<file path="src/rtl/glb_pkg.sv">
// Shared GLB definitions: bank geometry, data-type codes, allocation field layout.
// Imported by both the address generator and the GLB address decoder.
package glb_pkg;

  function automatic int unsigned clogb2(input int unsigned value);
    int unsigned res;
    int unsigned rem;
    res = 0;
    rem = value - 1;
    while (rem > 0) begin
      res = res + 1;
      rem = rem >> 1;
    end
    return res;
  endfunction

  localparam int unsigned BANK_NUM   = 27;
  localparam int unsigned BANK_DEPTH = 512;
  localparam int unsigned BANK_W     = clogb2(BANK_NUM);
  localparam int unsigned ADDR_W     = clogb2(BANK_NUM * BANK_DEPTH);
  localparam int unsigned AccW       = ADDR_W + 1;
  localparam int unsigned AllocW     = 3 * BANK_W;

  typedef enum logic [1:0] {
    DtNone  = 2'd0,
    DtIfmap = 2'd1,
    DtPsum  = 2'd2,
    DtWght  = 2'd3
  } data_type_e;

  typedef enum logic [1:0] {
    StIdle,
    StLoad,
    StValid,
    StDone
  } gen_state_e;

  // Allocation is packed {ifmap_cnt, psum_cnt, wght_cnt}, ifmap in the top field.
  function automatic logic [AccW-1:0] region_limit(input logic [AllocW-1:0] alloc,
                                                  input logic [1:0]        dt);
    logic [BANK_W-1:0] cnt;
    case (dt)
      DtIfmap: cnt = alloc[3*BANK_W-1:2*BANK_W];
      DtPsum:  cnt = alloc[2*BANK_W-1:BANK_W];
      DtWght:  cnt = alloc[BANK_W-1:0];
      default: cnt = '0;
    endcase
    return AccW'(cnt) * AccW'(BANK_DEPTH);
  endfunction

  // Accumulator add whose out-of-range bit is sticky, so a later wrap cannot look legal.
  function automatic logic [AccW-1:0] acc_add(input logic [AccW-1:0]   acc,
                                             input logic [ADDR_W-1:0] step);
    logic [AccW-1:0] sum;
    sum = acc + {1'b0, step};
    return {sum[ADDR_W] | acc[ADDR_W], sum[ADDR_W-1:0]};
  endfunction

endpackage

</file>
<file path="src/rtl/glb_addr_loop2d.sv">
// Two nested trip counters with running address accumulators (no multipliers).
// o_next_addr / o_next_last describe the position that will be issued next.
module glb_addr_loop2d
  import glb_pkg::*;
(
  input  logic              i_clk,
  input  logic              i_rst_n,
  input  logic              i_init,
  input  logic              i_advance,
  input  logic [ADDR_W-1:0] i_base_addr,
  input  logic [ADDR_W-1:0] i_inner_cnt,
  input  logic [ADDR_W-1:0] i_outer_cnt,
  input  logic [ADDR_W-1:0] i_inner_stride,
  input  logic [ADDR_W-1:0] i_outer_stride,
  output logic [ADDR_W:0]   o_next_addr,
  output logic              o_next_last
);

  localparam logic [ADDR_W-1:0] One = ADDR_W'(1);

  logic [ADDR_W-1:0] inner_cnt_q, inner_cnt_d, outer_cnt_q, outer_cnt_d;
  logic [ADDR_W-1:0] inner_stride_q, inner_stride_d, outer_stride_q, outer_stride_d;
  logic [ADDR_W-1:0] inner_idx_q, inner_idx_d, outer_idx_q, outer_idx_d;
  logic [ADDR_W:0]   row_base_q, row_base_d, cur_q, cur_d;
  logic              inner_wrap, outer_wrap;

  always_comb begin
    inner_wrap     = (inner_idx_q == inner_cnt_q - One);
    outer_wrap     = (outer_idx_q == outer_cnt_q - One);
    inner_cnt_d    = inner_cnt_q;
    outer_cnt_d    = outer_cnt_q;
    inner_stride_d = inner_stride_q;
    outer_stride_d = outer_stride_q;
    inner_idx_d    = inner_idx_q;
    outer_idx_d    = outer_idx_q;
    row_base_d     = row_base_q;
    cur_d          = cur_q;
    if (i_init) begin
      inner_cnt_d    = i_inner_cnt;
      outer_cnt_d    = i_outer_cnt;
      inner_stride_d = i_inner_stride;
      outer_stride_d = i_outer_stride;
      inner_idx_d    = '0;
      outer_idx_d    = '0;
      row_base_d     = {1'b0, i_base_addr};
      cur_d          = {1'b0, i_base_addr};
    end else if (i_advance) begin
      if (inner_wrap) begin
        inner_idx_d = '0;
        outer_idx_d = outer_idx_q + One;
        row_base_d  = acc_add(row_base_q, outer_stride_q);
        cur_d       = row_base_d;
      end else begin
        inner_idx_d = inner_idx_q + One;
        cur_d       = acc_add(cur_q, inner_stride_q);
      end
    end
  end

  always_ff @(posedge i_clk) begin
    if (!i_rst_n) begin
      inner_cnt_q    <= '0;
      outer_cnt_q    <= '0;
      inner_stride_q <= '0;
      outer_stride_q <= '0;
      inner_idx_q    <= '0;
      outer_idx_q    <= '0;
      row_base_q     <= '0;
      cur_q          <= '0;
    end else begin
      inner_cnt_q    <= inner_cnt_d;
      outer_cnt_q    <= outer_cnt_d;
      inner_stride_q <= inner_stride_d;
      outer_stride_q <= outer_stride_d;
      inner_idx_q    <= inner_idx_d;
      outer_idx_q    <= outer_idx_d;
      row_base_q     <= row_base_d;
      cur_q          <= cur_d;
    end
  end

  assign o_next_addr = cur_q;
  assign o_next_last = inner_wrap & outer_wrap;

endmodule

</file>
<file path="src/rtl/glb_addr_gen.sv">
// Streams bounds-checked 2-D strided GLB addresses over valid/ready for one data type,
// ending each pattern with a one-cycle done pulse (plus sticky error on failure).
module glb_addr_gen
  import glb_pkg::*;
(
  input  logic              i_clk,
  input  logic              i_rst_n,
  input  logic [AllocW-1:0] i_GLB_allocation,
  input  logic              i_start,
  input  logic [1:0]        i_data_type,
  input  logic [ADDR_W-1:0] i_base_addr,
  input  logic [ADDR_W-1:0] i_inner_cnt,
  input  logic [ADDR_W-1:0] i_outer_cnt,
  input  logic [ADDR_W-1:0] i_inner_stride,
  input  logic [ADDR_W-1:0] i_outer_stride,
  output logic              o_addr_valid,
  input  logic              i_addr_ready,
  output logic [ADDR_W-1:0] o_addr,
  output logic [1:0]        o_data_type,
  output logic              o_last,
  output logic              o_busy,
  output logic              o_done,
  output logic              o_err
);

  gen_state_e        state_q, state_d;
  logic [ADDR_W-1:0] addr_q, addr_d;
  logic [1:0]        type_q, type_d;
  logic [AccW-1:0]   limit_q, limit_d;
  logic              last_q, last_d, err_q, err_d, zero_q, zero_d;
  logic              init, advance, legal;
  logic [ADDR_W:0]   next_addr;
  logic              next_last;

  glb_addr_loop2d u_loop (
    .i_clk          (i_clk),
    .i_rst_n        (i_rst_n),
    .i_init         (init),
    .i_advance      (advance),
    .i_base_addr    (i_base_addr),
    .i_inner_cnt    (i_inner_cnt),
    .i_outer_cnt    (i_outer_cnt),
    .i_inner_stride (i_inner_stride),
    .i_outer_stride (i_outer_stride),
    .o_next_addr    (next_addr),
    .o_next_last    (next_last)
  );

  always_ff @(posedge i_clk) begin
    if (!i_rst_n) begin
      state_q <= StIdle;
      addr_q  <= '0;
      type_q  <= '0;
      limit_q <= '0;
      last_q  <= 1'b0;
      err_q   <= 1'b0;
      zero_q  <= 1'b0;
    end else begin
      state_q <= state_d;
      addr_q  <= addr_d;
      type_q  <= type_d;
      limit_q <= limit_d;
      last_q  <= last_d;
      err_q   <= err_d;
      zero_q  <= zero_d;
    end
  end

  always_comb begin
    state_d = state_q;
    addr_d  = addr_q;
    type_d  = type_q;
    limit_d = limit_q;
    last_d  = last_q;
    err_d   = err_q;
    zero_d  = zero_q;
    init    = 1'b0;
    advance = 1'b0;
    // Carry bit set in next_addr always compares above any region limit.
    legal   = (next_addr < limit_q);
    unique case (state_q)
      StIdle: begin
        if (i_start) begin
          state_d = StLoad;
          init    = 1'b1;
          err_d   = 1'b0;
          type_d  = i_data_type;
          zero_d  = (i_inner_cnt == '0) || (i_outer_cnt == '0);
          limit_d = region_limit(i_GLB_allocation, i_data_type);
        end
      end
      StLoad: begin
        if (type_q == DtNone) begin
          state_d = StDone;
          err_d   = 1'b1;
        end else if (zero_q) begin
          state_d = StDone;
        end else if (legal) begin
          state_d = StValid;
          addr_d  = next_addr[ADDR_W-1:0];
          last_d  = next_last;
          advance = 1'b1;
        end else begin
          state_d = StDone;
          err_d   = 1'b1;
        end
      end
      StValid: begin
        if (i_addr_ready) begin
          if (last_q) begin
            state_d = StDone;
          end else if (legal) begin
            addr_d  = next_addr[ADDR_W-1:0];
            last_d  = next_last;
            advance = 1'b1;
          end else begin
            state_d = StDone;
            err_d   = 1'b1;
          end
        end
      end
      StDone: state_d = StIdle;
      default: state_d = StIdle;
    endcase
  end

  always_comb begin
    o_addr_valid = (state_q == StValid);
    o_busy       = (state_q == StLoad) || (state_q == StValid);
    o_done       = (state_q == StDone);
    o_last       = o_addr_valid & last_q;
    o_addr       = addr_q;
    o_data_type  = type_q;
    o_err        = err_q;
  end

endmodule

</file>
<file path="config.mk">
export PLATFORM = sky130hd
export DESIGN_NAME = glb_addr_gen
export DESIGN_NICKNAME = d
export VERILOG_FILES = /design/src/rtl/glb_pkg.sv /design/src/rtl/glb_addr_loop2d.sv /design/src/rtl/glb_addr_gen.sv
export SDC_FILE = /design/constraint.sdc
export NUM_CORES = 1
export LEC_CHECK = 0
export ABC_AREA = 0
export BUFFER_PORTS_ARGS = -buffer_cell sky130_fd_sc_hd__buf_4
export CORE_MARGIN = 2
export CORE_UTILIZATION = 60
export DETAILED_ROUTE_END_ITERATION = 12
export GPL_TIMING_DRIVEN = 0
export PLACE_DENSITY_LB_ADDON = 0.25
export SLEW_MARGIN = 15
export SYNTH_ARGS = -nofsm -noshare
export SYNTH_HDL_FRONTEND = slang
export SYNTH_HIERARCHICAL = 1
export SYNTH_SLANG_ARGS = --single-unit
</file>
<file path="constraint.sdc">
create_clock -name i_clk -period 7.8 [get_ports i_clk]
set_clock_uncertainty 0.1 [all_clocks]
set_input_delay 1.17 -clock i_clk [delete_from_list [all_inputs] [get_ports i_clk]]
set_output_delay 1.17 -clock i_clk [all_outputs]
set_load 0.02 [all_outputs]
</file>
==> reports/metrics.csv, run 1 <==
metric;value;unit
status;finished, final reports clean;
cts.clk_slew.worst_paths;60;ps
critPathRequiredTime;8060;ps
rsz0062_at_grt;false;
diodes;0;
insertion_delay;420;ps
worst_path_max_delay_cell;clkbuf_1;
core_area;13300;um2
n_fill_cell;1053;
avgSynthCellArea;8.60;um2
drt-total-wl;21200;um
cpMostUsedCell;clkbuf_1;
dr.pass1.iters;6;
p_leak;4.08;nW
grt_pass1_vias;7222;
drc_errors;0;
ioPinCount;112;
rr_worst_depth;10;
wl_per_cell;16.5;um
crit_arrival;3990;ps
die-area;14800;um2
drv_slew;0;
synthArstFlopShare;0;%
cts_root_buffer;clkbuf_16;
dp.cells;1250;
start_kind;flip-flop;
holdBufCountCts;0;
drive_above_1_share;15.3;%
maxCapViolations;0;
cts_setup_buffers;0;
grt_usage;29.2;%
drtIter0Drc;663;
netlist_top_cells_area;dfxtp_1 (34%), mux2i_1 (10%), ha_1 (6.2%);
finalCritPeriodShare;47.8;%
final_cells;1282;
critical-path-max-stage-delay;500;ps
fp.dieW;122;um
synth_top_area_share;33.8;%
synthesis.area;8290;um2
tns;0;ps
grt_pass1_wl;34100;um
post-dp-hpwl;15700;um
reg2reg_slack;4070;ps
htree_levels;4;
regToRegEndpoint;u_loop/row_base_q[0];
slew-limit-headroom;39.8;%
critPathMaxFanout;10;
placed_cell_area;9340;um2
initial_core_util;62.1;%
cts.path.max_buffers;2;
cts_resized;0;
syn-instance-count;964;
synth.distinct_cells;71;
timing.fmax;268;MHz
fin_area;10000;um2
yosys_most_used_dff;dfxtp_1;
port_buffers;110;
worstSetupEndpointType;flip-flop;
post-route-util;75.0;%
grt_max_degree;17;
chipHeight;122;um
synth_enable_flop_cells;0;
total_power;0.00299;W
routabilityCongestion;0.964;
vias_per_cell;5.92;
crit_start;u_loop/o_next_addr[12];
cts-buffers-inserted;17;
postRouteAntennaNets;0;
vias;7589;
finalSetupViolations;0;
finalHoldViolCount;0;
hp-class;reg -> reg;
fin_nets;1227;
antenna_found_initial;0;
r2r_start;u_loop/o_next_addr[12];
ir_worst_vdd;174;uV
cp-endpoint;u_loop/row_base_q[0];
syn_nets;1098;
globalRouteOverflowTotal;0;
period_minus_slack;3730;ps
rows;42;
synth_top_area_cell;dfxtp_1;
critical_path_class;reg -> reg;
power.density;299;nW/um2
ys_seq_area_share;33.8;%
tightest_slew;902;ps
synth-seq-cells;140;
ys_warn_count;6;
area_delta_synth_final;20.7;%
cts_sinks;140;
cts_tree;done;
crit_path_cell_trace;ha_1, a21o_1, a211oi_2, o21ai_2, nor3b_1, clkbuf_1, clkbuf_1, nand3_1, o21ai_0, a22o_1;
## power breakdown
part | leakage, nW | internal, W | total [W] | switching (W)
combinational | 2.61 | 0.000498 | 0.00114 | 0.000644
clock | 0.330 | 0.000614 | 0.000919 | 0.000305
sequential | 1.14 | 0.000829 | 0.000934 | 0.000105
## worst min-delay path by stage
stage                    startpoint  depth (start not counted)                   end
2_1_floorplan  u_loop/row_base_q[9]                          2  u_loop/row_base_q[9]
3_3_place_gp              o_addr[5]                          2             o_addr[5]
3_5_place_dp              o_addr[2]                          2             o_addr[2]
4_1_cts                  o_addr[11]                          2            o_addr[11]
5_1_grt                   o_addr[6]                          2             o_addr[6]
6_report                  o_addr[7]                          2             o_addr[7]
## synthesized netlist by cell type (all sizes together) (3+ instances only)
| master | n |
|---|---|
| dfxtp | 140 |
| nand2 | 91 |
| mux2i | 83 |
| nor2 | 64 |
| nor2b | 59 |
| o21ai | 47 |
| xnor2 | 43 |
| clkbuf | 42 |
| ha | 41 |
| a21oi | 39 |
| inv | 30 |
| nand3 | 27 |
| xor2 | 26 |
| nor4 | 20 |
| nor3 | 18 |
| a31oi | 14 |
| a21o | 13 |
| nand2b | 12 |
| nand4 | 12 |
| or3 | 11 |
| and3 | 9 |
| a22o | 8 |
| buf | 8 |
| nor3b | 8 |
| o2111ai | 7 |
| a211oi | 6 |
| a221oi | 6 |
| a31o | 6 |
| a21boi | 5 |
| and2 | 5 |
| mux2 | 5 |
| a211o | 4 |
| o211ai | 4 |
| o21a | 4 |
| o31ai | 4 |
| or4 | 4 |
| a2111oi | 3 |
| a221o | 3 |
| nor4b | 3 |
| or2 | 3 |
## worst max-delay path, delay by kind of cell (launching register included)
kind            cells  cell delay, ps
flops               1             440
fa+ha+maj           1             290
compound gates      5            1240
buf+inv             2             970
simple gates        2             620
## cells in the final DEF, fill, tap and decap left out, drive strengths merged, types with 20 or more instances in the layout
| cell | instances |
|---|---|
| dfxtp | 140 |
| buf | 118 |
| nand2 | 91 |
| mux2i | 83 |
| nor2 | 64 |
| clkbuf | 62 |
| nor2b | 59 |
| o21ai | 47 |
| xnor2 | 43 |
| ha | 41 |
| a21oi | 39 |
| inv | 30 |
| nand3 | 27 |
| xor2 | 26 |
| nor4 | 20 |
## registers in the layout, indices dropped and copies added (netlist names)
signal	count
u_loop/o_next_addr	15
u_loop/row_base_q	15
o_addr	14
u_loop/inner_cnt_q	14
u_loop/inner_idx_q	14
u_loop/inner_stride_q	14
u_loop/outer_cnt_q	14
u_loop/outer_idx_q	14
u_loop/outer_stride_q	14
limit_q	5
o_data_type	2
state_q	2
last_q	1
o_err	1
zero_q	1
## cells by family (layout without fill, tap and decap cells)
family,Yosys count,in the layout,share of synthesized area [%]
compound gates,193,193,15.9
xor+xnor,69,69,7.29
fa+ha+maj,43,43,6.67
buf+inv,82,224,3.98
flops,140,140,33.8
mux,88,88,10.7
simple gates,349,349,21.7
## cell type report
| class | instances | area [um2] | area share (%) |
|---|---|---|---|
| multi-input cells | 742 | 5160 | 51.5 |
| repair buffers | 110 | 826 | 8.25 |
| well taps | 176 | 220 | 2.20 |
| clock inverters | 12 | 216 | 2.16 |
| plain buffers | 50 | 210 | 2.10 |
| inverters | 32 | 120 | 1.20 |
| flip-flops and latches | 140 | 2800 | 28.0 |
| clock buffers | 20 | 457 | 4.56 |
## metrics by stage
| stage | setup slack (ps) | hold WS, ps |
|---|---|---|
| 3_5_place_dp | 3960 | 353 |
| 6_report | 4070 | 360 |
| 4_1_cts | 4080 | 365 |
| 3_3_place_gp | 3950 | 346 |
| 5_1_grt | 3970 | 380 |
| 2_1_floorplan | 4750 | 336 |
## metal layers
| layer | up-vias | wire (um) | share of wire (%) | global-route usage (%) |
|---|---|---|---|---|
| met5 | - | 0 | 0 | 0 |
| met4 | 0 | 571 | 2.7 | 11.8 |
| met1 | 3553 | 8900 | 42 | 36.5 |
| met2 | 265 | 10400 | 49 | 49.6 |
| met3 | 51 | 1360 | 6.4 | 5.85 |
| li1 | 3720 | - | - | - |
Note: power is estimated with default switching activity, not from simulation.
==> run 2, diff against run 1 <==
--- a/config.mk
+++ b/config.mk
@@ -8,7 +8,7 @@
 export ABC_AREA = 0
 export BUFFER_PORTS_ARGS = -buffer_cell sky130_fd_sc_hd__buf_4
 export CORE_MARGIN = 2
-export CORE_UTILIZATION = 60
+export CORE_UTILIZATION = 53
 export DETAILED_ROUTE_END_ITERATION = 12
 export GPL_TIMING_DRIVEN = 0
 export PLACE_DENSITY_LB_ADDON = 0.25
==> constraint.sdc (replaced) <==
create_clock -name i_clk -period 3.06 [get_ports i_clk]
set_clock_uncertainty 0.1 [all_clocks]
set_input_delay 0.459 -clock i_clk [delete_from_list [all_inputs] [get_ports i_clk]]
set_output_delay 0.459 -clock i_clk [all_outputs]
set_load 0.02 [all_outputs]
==> reports/metrics.csv, run 2 (synthesized netlist as in run 1, its figures left out) <==
metric;value;unit;change
vias;7650;;was 7589
wl_per_cell;16.3;um;was 16.5 um
drt-total-wl;21600;um;was 21200 um
tns;-75.9;ps;was 0 ps
hp-class;in -> reg;;was reg -> reg
pwr-share-clk;27.7;%;was 30.7%
critPathMaxFanout;8;;was 10
r2r_start;u_loop/inner_cnt_q[3];;was u_loop/o_next_addr[12]
critPathRequiredTime;3310;ps;was 8060 ps
reg2reg_slack;-40;ps;was 4070 ps
chipHeight;129;um;was 122 um
drc_errors;0;;unchanged
p_leak;4.17;nW;was 4.08 nW
slew-limit-headroom;36.8;%;was 39.8%
cts.clk_slew.worst_paths;60;ps;about the same
total_power;0.00760;W;was 0.00299 W
vias_per_cell;5.78;;was 5.92
rsz0062_at_grt;true;;was false
rr_worst_depth;8;;was 10
globalRouteOverflowTotal;0;;unchanged
worstSetupEndpointType;flip-flop;;unchanged
drive_above_1_share;19.6;%;was 15.3%
critical_path_class;reg -> reg;;unchanged
post-dp-hpwl;15800;um;was 15700 um
min_from;i_base_addr[3];;was o_addr[7]
drtIter0Drc;565;;was 663
final_cells;1324;;was 1282
grt_max_degree;17;;unchanged
cts.path.max_buffers;2;;unchanged
tightest_slew;947;ps;was 902 ps
cts_root_buffer;clkbuf_16;;unchanged
crit_arrival;3360;ps;was 3990 ps
switching_share;37.2;%;was 35.2%
ir_worst_vdd;408;uV;was 174 uV
core_area;15300;um2;was 13300 um2
preCtsSetupSlack;-486;ps;was 3960 ps
period_minus_slack;3100;ps;was 3730 ps
diodes;0;;unchanged
ioPinCount;112;;unchanged
start_kind;flip-flop;;unchanged
seqPwrFrac;31.6;%;was 31.2%
drv_slew;0;;unchanged
maxCapViolations;0;;unchanged
timing.fmax;322;MHz;was 268 MHz
grt_pass1_vias;7205;;was 7222
area_delta_synth_final;24.4;%;was 20.7%
die-area;16700;um2;was 14800 um2
insertion_delay;430;ps;was 420 ps
p_switching;0.00283;W;was 0.00105 W
cpMostUsedCell;or4_4;;was clkbuf_1
cp_top_family;simple AND/OR/NAND/NOR gates;;was compound AO/OA/AOI/OAI gates
fin_nets;1234;;was 1227
violations;negative setup slack;;
post-route-util;67.6;%;was 75.0%
grt_usage;26.0;%;was 29.2%
dr.pass1.iters;5;;was 6
worst_path_max_delay_cell;or4_4;;was clkbuf_1
cts-buffers-inserted;17;;unchanged
layout_setup_ws;-41.3;ps;was 4070 ps
holdBufCountCts;0;;unchanged
initial_core_util;54.3;%;was 62.1%
finalHoldViolCount;0;;unchanged
htree_levels;4;;unchanged
regToRegEndpoint;u_loop/outer_idx_q[11];;was u_loop/row_base_q[0]
fp.dieW;129;um;was 122 um
cts_tree;done;;unchanged
p_int;0.00477;W;was 0.00194 W
antenna_found_initial;0;;unchanged
dp.cells;1285;;was 1250
finalCritPeriodShare;101;%;was 47.8%
rows;45;;was 42
p_comb_share;40.7;%;was 38.1%
routabilityCongestion;0.920;;was 0.964
grt_pass1_wl;34400;um;was 34100 um
finalSetupViolations;4;;was 0
critical-path-max-stage-delay;600;ps;was 500 ps
hold_end;u_loop/o_next_addr[3];;was o_addr[7]
postRouteAntennaNets;0;;unchanged
status;complete, but fails checks;;was finished, final reports clean
power.density;737;nW/um2;was 299 nW/um2
cts_sinks;140;;unchanged
worstHoldPathCells;2;;unchanged
worst-path-buf-inv;0;;was 2
port_buffers;110;;unchanged
final_common_cell;dfxtp_1;;unchanged
crit_path_cell_trace;or4_4, or3_4, o41ai_4, a22o_2, o2111ai_4, or4_4, or3_1, a21oi_2;;was ha_1, a21o_1, a211oi_2, o21ai_2, nor3b_1, clkbuf_1, clkbuf_1, nand3_1, o21ai_0, a22o_1
final_cell_mix;dfxtp_1 (136), buf_4 (120), nand2_1 (89), mux2i_1 (83), nor2_1 (63);;was dfxtp_1 (140), buf_4 (110), nand2_1 (91), mux2i_1 (83), nor2_1 (64)
-- run 2: cell types whose count changed in the layout (fill, tap and decap cells not counted), moves of 4 or more --
cell and delta:
buf_4 +10, o21ai_0 -4, clkbuf_2 +9, clkbuf_1 -14, o21ai_1 +4, dfxtp_1 -4
-- run 2: power groups by stage --
stage	clock network (W)	logic (W)	registers, W
after floorplan	0	0.00218	0.00236
after global placement	0	0.00278	0.00241
after detailed placement	0	0.00285	0.00241
after CTS	0.00213	0.00298	0.00239
after global routing	0.00221	0.00340	0.00244
final	0.00210	0.00310	0.00240
-- run 2: worst max-delay path by stage --
stage / from / slack (ps) / cells past startpoint / end
after detailed placement: u_loop/inner_cnt_q[3] / -490 / 10 / last_q
after global placement: u_loop/inner_cnt_q[3] / -490 / 10 / last_q
after floorplan: u_loop/inner_cnt_q[3] / 8 / 10 / u_loop/outer_idx_q[5]
after global routing: u_loop/inner_cnt_q[0] / -150 / 10 / u_loop/outer_idx_q[11]
final: u_loop/inner_cnt_q[3] / -40 / 8 / u_loop/outer_idx_q[11]
after CTS: u_loop/inner_cnt_q[2] / -70 / 10 / u_loop/outer_idx_q[5]
-- run 2: cell type report --
| cell class | instances | area, um2 |
|---|---|---|
| clock buffers | 18 | 429 |
| repair buffers | 122 | 936 |
| multi-input cells | 742 | 5370 |
| plain buffers | 45 | 211 |
| inverters | 32 | 120 |
| clock inverters | 14 | 170 |
| fillers | 1212 | 4950 |
| well taps | 211 | 264 |
| flip-flops and latches | 140 | 2810 |
-- run 2: layer usage --
layer	share of wire (%)	vias up	track usage [%]
li1	-	3730	-
met1	43	3625	32.5
met2	48	247	43.1
met3	6.4	48	5.66
met4	3.1	0	12.1
met5	0	-	0
-- run 2: worst register-to-register path: cells and delay by family (launching register included) --
kind,cells,cell delay (ps)
flops,1,370
compound gates,4,740
simple gates,4,1820
-- run 2: timing repair --
item                                    4_1_cts  5_1_grt
pin swaps                                     8       12
setup buffers                                 4        8
resized for setup                            36       40
endpoints found under the setup margin       56       71
-- run 2: through the flow --
stage / hold slack, ps / cell area (um2)
4_1_cts: 166 / 10100
5_1_grt: 173 / 10300
6_report: 175 / 10300
3_3_place_gp: 349 / 9380
3_5_place_dp: 352 / 9380
2_1_floorplan: 336 / 8290
